===== src/rtl/sensor_scan_ctrl.sv =====
// sensor_scan_ctrl: round-robin scan of NUM_BANKS sensor banks through one shared error detector,
// with per-bank debounce, sticky fault latches and a summary alarm.
//   clk        in   system clock, rising edge
//   rst        in   asynchronous reset, active-high
//   enable     in   1 = scanning runs, 0 = return to IDLE
//   err_in     in   detector error for the currently selected bank
//   ack_mask   in   per-bank fault clear pulses
//   bank_sel   out  bank presented to the detector mux
//   fault      out  sticky latched fault per bank
//   alarm      out  OR of all fault bits
//   scan_done  out  1-cycle pulse after the last bank of a scan is sampled
module sensor_scan_ctrl #(
    parameter int NUM_BANKS  = 4,
    parameter int DEBOUNCE   = 3,
    parameter int SETTLE_CYC = 2
) (
    input  logic                         clk,
    input  logic                         rst,
    input  logic                         enable,
    input  logic                         err_in,
    input  logic [NUM_BANKS-1:0]         ack_mask,
    output logic [$clog2(NUM_BANKS)-1:0] bank_sel,
    output logic [NUM_BANKS-1:0]         fault,
    output logic                         alarm,
    output logic                         scan_done
);
    localparam int BW = $clog2(NUM_BANKS);
    localparam int CW = $clog2(DEBOUNCE + 1);
    localparam int SW = $clog2(SETTLE_CYC + 1);
    localparam logic [BW-1:0] LAST = BW'(NUM_BANKS - 1);
    localparam logic [CW-1:0] DMAX = CW'(DEBOUNCE);
    localparam logic [SW-1:0] SEND = SW'(SETTLE_CYC - 1);

    typedef enum logic [1:0] {IDLE, SETTLE, SAMPLE} state_t;

    state_t                       state, state_nx;
    logic [SW-1:0]                scnt;
    logic [NUM_BANKS-1:0][CW-1:0] cnt;
    logic [CW-1:0]                cur, cnt_nx;
    logic                         sample, last_sample;
    logic [BW-1:0]                sel_nx;
    logic [NUM_BANKS-1:0]         fault_set;

    always_ff @(posedge clk or posedge rst)
        if (rst) state <= IDLE;
        else     state <= state_nx;

    always_comb
        state_nx = !enable         ? IDLE :
                   state == IDLE   ? SETTLE :
                   state == SETTLE ? (scnt == SEND ? SAMPLE : SETTLE) :
                                     SETTLE;

    // Only the selected bank's counter can change, so the debounce update
    // is computed once for bank_sel rather than per bank.
    always_comb begin
        sample      = state == SAMPLE;
        last_sample = sample && bank_sel == LAST;
        cur         = cnt[bank_sel];
        cnt_nx      = !err_in ? '0 : cur == DMAX ? cur : cur + 1'b1;
        fault_set   = (sample && cnt_nx == DMAX) ? NUM_BANKS'(1) << bank_sel : '0;
        sel_nx      = !enable ? '0 : sample ? (bank_sel == LAST ? '0 : bank_sel + 1'b1) : bank_sel;
    end

    always_ff @(posedge clk or posedge rst)
        if (rst) begin
            scnt      <= '0;
            bank_sel  <= '0;
            cnt       <= '0;
            fault     <= '0;
            scan_done <= 1'b0;
        end else begin
            scnt      <= state == SETTLE ? scnt + 1'b1 : '0;
            bank_sel  <= sel_nx;
            scan_done <= last_sample;
            if (sample) cnt[bank_sel] <= cnt_nx;
            // set is OR-ed after the clear so a simultaneous set wins
            fault     <= (fault & ~ack_mask) | fault_set;
        end

    assign alarm = |fault;
endmodule


===== config.mk =====
export PLATFORM = sky130hd
export DESIGN_NAME = sensor_scan_ctrl
export DESIGN_NICKNAME = d
export VERILOG_FILES = /design/src/rtl/sensor_scan_ctrl.sv
export SDC_FILE = /design/constraint.sdc
export NUM_CORES = 1
export LEC_CHECK = 0
export CAP_MARGIN = 20
export CORE_MARGIN = 4
export CORE_UTILIZATION = 25
export CTS_BUF_LIST = sky130_fd_sc_hd__clkbuf_8
export DETAILED_ROUTE_END_ITERATION = 6
export PLACE_DENSITY_LB_ADDON = 0.1
export SETUP_SLACK_MARGIN = 0.4
export SLEW_MARGIN = 20
export SYNTH_ARGS = -nofsm -noshare
export SYNTH_HDL_FRONTEND = slang
export SYNTH_SLANG_ARGS = --single-unit

===== constraint.sdc =====
create_clock -name clk -period 3.5 [get_ports clk]
set_input_delay 0.525 -clock clk [delete_from_list [all_inputs] [get_ports clk]]
set_output_delay 0.525 -clock clk [all_outputs]
set_load 0.01 [all_outputs]

== After elaboration in Yosys (flattened, before gate mapping) ==
Index checks and enable logic that the tools add are counted.
Operators by class
  muxes and demuxes: 16
  order comparisons: 2
  shifts and indexed selects: 1
  $add $sub $neg: 3
  equal/unequal tests: 7
  reductions and logical operators: 5
  bitwise gates (word level): 3
Operator list (number)
  two-way mux 2 bit: 12
  bitwise mux 8 bit: 1
  == test 2 bit, second input constant: 4
  adder 2 x 1 -> 2 bit, second input constant: 3
  bitwise AND 4 bit: 1
  binary-select mux 2 bit (select 2 bit): 1
  demux 2 bit (select 2 bit): 1
  == test 2 x 1 -> 1 bit, second input constant: 2
  two-way mux 4 bit: 1
  NOT 4 bit: 1
  OR 4 bit: 1
  OR reduction 4 bit: 1
  left shift 1 x 2 -> 4 bit, first input constant: 1
  logical AND 1 bit: 3
  < comparator 2 x 3 -> 1 bit, second input constant: 1
  greater-or-equal comparator 2 x 1 -> 1 bit, second input constant: 1
  logical NOT 2 bit: 1
  != test 2 x 1 -> 1 bit, second input constant: 1
Word-level totals
  output and inout port bits: 8
  logic and storage cells: 46
  input bits: 8
  register bits after elaboration: 19

== Longest topological paths before layout ==
Gate-level depths: netlist of run 1.
  depth in word-level cells: 9
  gate-level depth with buffers: 6
  mapped depth without buffers: 5

== Worst setup path before layout of run 1 ==
OpenSTA, ideal clock, no wires.
  kind: flip-flop to flip-flop
  from: register bank_sel[0]
  to: register bank_sel[1]
  setup time: 0.119 ns
  setup slack: 2.133 ns
  stages on the path, launching flop included: 6
  arrival: 1.248 ns
  buffers on the path: 1
  clock period less this slack: 1.367 ns
  data required time: 3.381 ns
  cell sequence: dfrtp_1 buf_2 inv_1 ha_1 and2_1 o21a_1
On the way
  cells in the longest elaborated chain, start to end: 4
  elaborated cells on any way between the ends: 5
  those cells by class: add/sub (1); eq/ne (1); mux (3)
Ends and longest elaborated chain
  start: declaration: RTL line 22  | output logic [$clog2(NUM_BANKS)-1:0] bank_sel,
  start signal: assignment: RTL line 74  | bank_sel <= sel_nx;
  adder 2 x 1 -> 2 bit / == test 2 bit (equally long branches): RTL line 62  | sel_nx = !enable ? '0 : sample ? (bank_sel == LAST ? '0 : bank_sel + 1'b1) : bank_sel;
  two-way mux 2 bit * (3 in series): RTL line 62
Mark *: on every way between the ends. The rest lies on a longest branch, timed or not. The select of a mux whose other input is x is not followed.
A chain may end at the register's enable or synchronous reset.

== Worst setup path after layout of run 1 ==
  from: register bank_sel[0]
  to: output bank_sel[0]
No word-level cell between the ends.

==> metrics, run 1 <==
outcome=complete, no violations; total clock buffers created by CTS=3; Setup crit start=bank_sel[0]; Worst EP arrival=1.44 ns; worst-skew pair later-pin latency=0.26 ns; gr ovfl total=0; Critical R2R Launch=bank_sel[0]; core area=3720 um2; total power=517 uW; Post-DRT Antenna Nets=0; DRT Pass-1 Iters=4; gr usage total=9.38%; H-tree levels=1; syn_area_per_cell=10.3 um2; Worst Setup End Kind=primary output; first-pass GRT wire length=3570 um; final non-filler cell total=160; Top delay family on crit path=buffers and inverters; synthesized area=977 um2; post-CTS setup buffers=0; Routed WL=2070 um; Peak VDD IR=143 uV; Initial Utilization=26.3%; RSZ-0062 raised after global routing=no; Setup TNS=0 ns; Post-route DRC=0; Leak Pwr=0.000513 uW; CTS root buf=clkbuf_8; TritonCTS clock tree=done; P&R area growth vs syn=25.4%; Max Cap Viol=0; CTS sink cnt=19; DP Worst Slack=1.67 ns; Cells after DPL=156; Iter 0 DRT Violations=43; DP Wirelength=1600 um; CP bufs+invs=1; Slew headroom=50.1%; Setup Skew=0.00316 ns; critical path depth=1; antenna violations before repair=0; die area=4970 um2; PortBufs=15; largest net degree at the start of global routing=20; FF-to-FF path depth=4; sequential fraction of the synthesis area=48.7%; Die X=70.5 um; Worst EP required=2.97 ns; worst-path maximum fanout=10; net count after synthesis=108; top cells by area, synth=dfrtp_1, ha_1, nor2_1, mux2i_1, nand2_1; cts repair resizes=0; worst hold path class=flip-flop to flip-flop; Slew Limit Fails=0; CP max-delay cell=clkdlybuf4s50_1; Antenna Cells=0; worst slew pin tran=0.748 ns; final net count=126; Critical Path, Cell by Cell=clkdlybuf4s50_1; Rows=22; R2R Setup Slk=2.06 ns; vias in the first global route=757; final setup fails=0; synth warn=0; Power Dens Cells=422 nW/um2; fin crit period=1.96 ns; final hold viol count=0; Setup WS post-layout=1.54 ns; Crit Reg-Reg Endpoint=bank_sel[1]; clock buffer depth=2; Setup crit start kind=flip-flop; GPL Wtd Cong=0.765; Avg Vias per Cell=4.48; hold buffer count at CTS=0; Yosys reg bits=19; hold slack=0.435 ns; final period utilization=56.0%; timing endpoint of the critical path=bank_sel[0]; Max Fclk=510 MHz; via count=716; clock slew at reported path FFs=0.07 ns; synthesized instance count=95; top-level port count=16; CP peak stage delay=0.61 ns; Fill cells=394; WL/cell=12.9 um; area leader, netlist=dfrtp_1; critical path class=flip-flop to primary output; synth unique cells=27; layout cell share with drive strength beyond 1=8.93%; top-area cell type share of the netlist area=48.7%; Die Y=70.5 um
## area by class of cell
class / count / area, um2 / area share, %
clock buffer: 3 / 41.3 / 3.37
inverter: 9 / 33.8 / 2.76
multi-input combinational: 65 / 459 / 37.5
sequential: 19 / 475 / 38.8
tap: 48 / 60.1 / 4.90
clock inverter: 1 / 5.00 / 0.409
timing repair buffer: 15 / 150 / 12.3
## cells in the mapped netlist
library cell and instances:
buf_2 1, mux4_2 1, clkbuf_1 1, nand3b_1 4, inv_1 8, nor2_1 11
a2bb2oi_2 1, and3b_1 3, o22ai_1 4, and2_1 1, nor2_8 1, o21a_1 1
and3_1 1, mux2i_1 4, nand4_1 1, dfrtp_1 19, a31oi_1 4, mux2_2 1
o21ai_1 4, nand2b_2 1, a21boi_0 1, inv_2 1, ha_1 5, nand2_1 10
nor2b_1 4, nand2b_1 1, o22a_1 1
## where the power goes
group,switching [uW],internal (uW),leakage (uW)
Clock,72.7,79.2,0.0000255
Sequential,31.9,239,0.000225
Combinational,45.1,49.0,0.000262
## cell usage in the layout (no fill, tap or decap), types with 5 or more instances in the layout
cell / instances
clkdlybuf4s50_1: 15
dfrtp_1: 19
ha_1: 5
inv_1: 8
nand2_1: 10
nor2_1: 11
## sequential cells by signal, indices dropped and copies added (netlist names)
name       count
scan_done      1
fault          4
bank_sel       2
state          2
scnt           2
cnt            8
## through the flow
stage	area (um2)	util, %
finish	1220	33.0
global route	1220	33.0
CTS	1220	33.0
detailed placement	1180	31.7
global placement	1180	31.7
floorplan	977	-
## cell families after synthesis
group | synth area share [%]
compound gates | 11.1
simple gates | 21.9
fa+ha+maj | 6.40
buf+inv | 4.35
flops | 48.7
mux | 7.55
## per-layer routing
layer,vias up,global-route usage (%),routed length [um]
met5,-,0,0
li1,358,-,-
met4,0,5.11,49
met3,5,2.30,102
met2,13,14.0,962
met1,340,12.4,953
## worst min-delay path by stage
stage,from,to,slack (ns),cells past startpoint
after floorplan,scnt[0],scnt[0],0.41,1
after global placement,scnt[0],scnt[0],0.42,1
after detailed placement,scnt[0],scnt[0],0.43,1
after CTS,scnt[0],scnt[0],0.44,1
after global routing,scnt[0],scnt[0],0.46,1
final,scnt[0],scnt[0],0.44,1
Note: power is estimated with default switching activity, not from simulation.
==> inputs of run 2 (changes only) <==
==> constraint.sdc (replaced) <==
create_clock -name clk -period 1.9 [get_ports clk]
set_input_delay 0.285 -clock clk [delete_from_list [all_inputs] [get_ports clk]]
set_output_delay 0.285 -clock clk [all_outputs]
set_load 0.01 [all_outputs]
==> run 2 against run 1 <==
Clock-buffer cell count stayed put. Sequential share of layout area is 1.0 points lower. First-iteration DRC count is 44% lower. Critical path type is now flip-flop to flip-flop. Global-route usage is 0.68 points higher. Non-clock buffer count is 3 higher. Clock skew is 0.0016 ns lower. Hold slack worse by 0.079 ns.
==> metrics, run 2 (synthesis gave the netlist of run 1 again) <==
outcome=complete, no violations (unchanged); via count=712 (was 716); top-level port count=16 (unchanged); die area=4970 um2 (unchanged); CTS sink cnt=19 (unchanged); clock slew at reported path FFs=0.07 ns (about the same); WL/cell=13.5 um (was 12.9 um); worst hold path class=primary input to async pin (was flip-flop to flip-flop); Worst EP required=2.08 ns (was 2.97 ns); Leak Pwr=0.000536 uW (was 0.000513 uW); Antenna Cells=0 (unchanged); H-tree levels=1 (unchanged); critical path class=flip-flop to flip-flop (was flip-flop to primary output); Critical R2R Launch=bank_sel[1] (was bank_sel[0]); hold buffer count at CTS=0 (unchanged); total clock buffers created by CTS=3 (unchanged); fin crit period=1.45 ns; CP peak stage delay=0.57 ns (was 0.61 ns); Post-DRT Antenna Nets=0 (unchanged); CP max-delay cell=mux4_2 (was clkdlybuf4s50_1); CP bufs+invs=2 (was 1); Slew headroom=81.7% (was 50.1%); vias in the first global route=807 (was 757); final non-filler cell total=163 (was 160); core area=3720 um2 (unchanged); TritonCTS clock tree=done (unchanged); Rows=22 (unchanged); Top delay family on crit path=multiplexers (was buffers and inverters); RSZ-0062 raised after global routing=yes (was no); gr ovfl total=0 (unchanged); Routed WL=2200 um (was 2070 um); Top Registers=cnt (8), fault (4) (unchanged); Slew Limit Fails=0 (unchanged); first-pass GRT wire length=3900 um (was 3570 um); Fill cells=410 (was 394); final hold viol count=0 (unchanged); Setup Skew=0.00154 ns (was 0.00316 ns); Biggest register=cnt (unchanged); most frequent cells in the layout=dfrtp_1, clkdlybuf4s50_1, nor2_1 (unchanged); layout cell share with drive strength beyond 1=15.7% (was 8.93%); PortBufs=15 (unchanged); Iter 0 DRT Violations=24 (was 43); most common cell after layout, fill and taps aside=dfrtp_1 (unchanged); Max Cap Viol=0 (unchanged); Initial Utilization=26.3% (unchanged); DP Wirelength=1650 um (was 1600 um); DRT Pass-1 Iters=2 (was 4); CTS root buf=clkbuf_8 (unchanged); max reg flops=8 (unchanged); Post-route DRC=0 (unchanged); final period utilization=76.5%; antenna violations before repair=0 (unchanged); Max Fclk=688 MHz; Setup crit start kind=flip-flop (unchanged); Worst EP arrival=1.64 ns (was 1.44 ns); Avg Vias per Cell=4.37 (was 4.48); largest net degree at the start of global routing=20 (unchanged); Power Dens Cells=763 nW/um2 (was 422 nW/um2); Worst Setup End Kind=flip-flop (was primary output); worst slew pin tran=0.274 ns (was 0.748 ns); clock buffer depth=2 (unchanged); worst-path maximum fanout=7 (was 10); worst-skew pair later-pin latency=0.25 ns (was 0.26 ns); gr usage total=10.1% (was 9.38%); final net count=129 (was 126); Die Y=70.5 um (unchanged); Setup crit start=bank_sel[1] (was bank_sel[0]); Critical Path, Cell by Cell=buf_4 > inv_4 > mux4_2 > o21ai_2 (was clkdlybuf4s50_1); GPL Wtd Cong=0.766 (was 0.765); Setup TNS=0 ns (unchanged); final setup fails=0 (unchanged); P&R area growth vs syn=29.4% (was 25.4%); Die X=70.5 um (unchanged); Peak VDD IR=339 uV (was 143 uV); Cells after DPL=157 (was 156)
## run 2: per-layer routing
metal  vias to the layer above  track usage, %  wire [um]
li1                        364               -          -
met3                         2            4.03         89
met5                         -               0          0
met1                       335            12.8       1040
met2                        11            16.2       1060
met4                         0            1.91         10
## run 2: layout make-up
cell class                 count  area [um2]  share of cell area, %
inverter                       9        36.3                   2.87
clock inverter                 1        3.75                  0.297
multi-input combinational     65         474                   37.5
sequential                    19         478                   37.8
timing repair buffer          18         171                   13.6
clock buffer                   3        41.3                   3.26
tap                           48        60.1                   4.75
## run 2: repair_timing
action,in CTS,in global routing
pin swaps,0,2
setup buffers,2,0
setup endpoints to repair,3,4
resized for setup,3,5
## run 2: metrics by stage
step                      setup slack, ns  hold WS, ns  instance area (um2)  total power, uW  utilization (%)
after floorplan                     0.533        0.236                  977              625                -
after global placement              0.347        0.420                 1190              683             31.9
after detailed placement            0.311        0.434                 1190              685             31.9
after CTS                           0.432        0.365                 1250              976             33.6
after global routing                0.386        0.409                 1260             1040             34.0
final                               0.446        0.356                 1260              965             34.0
## run 2: worst paths after layout
kind / endpoint / slack [ns] / cells after the start
setup / recovery: cnt[3] / 0.45 / 4
hold / removal: scnt[1] / 0.36 / 3
setup reg to reg: cnt[3] / 0.45 / 4
hold reg to reg: scnt[0] / 0.43 / 1
max in group asynchronous: bank_sel[1] / 1.31 / 3
min in group clk: scnt[0] / 0.43 / 1
## run 2: worst register-to-register path, delay by kind of cell, from the launching register on
kind                   cells  cell delay (ns)
muxes                      1             0.57
DFF                        1             0.40
buffers and inverters      2             0.25
AOI/OAI and AO/OA          1             0.16
## run 2: where the power goes
| part | internal, uW | total [uW] | switching (uW) |
|---|---|---|---|
| clock | 144 | 278 | 135 |
| sequential | 440 | 496 | 56.1 |
| combinational | 95.4 | 190 | 95.1 |
| total | 679 | 965 | 286 |
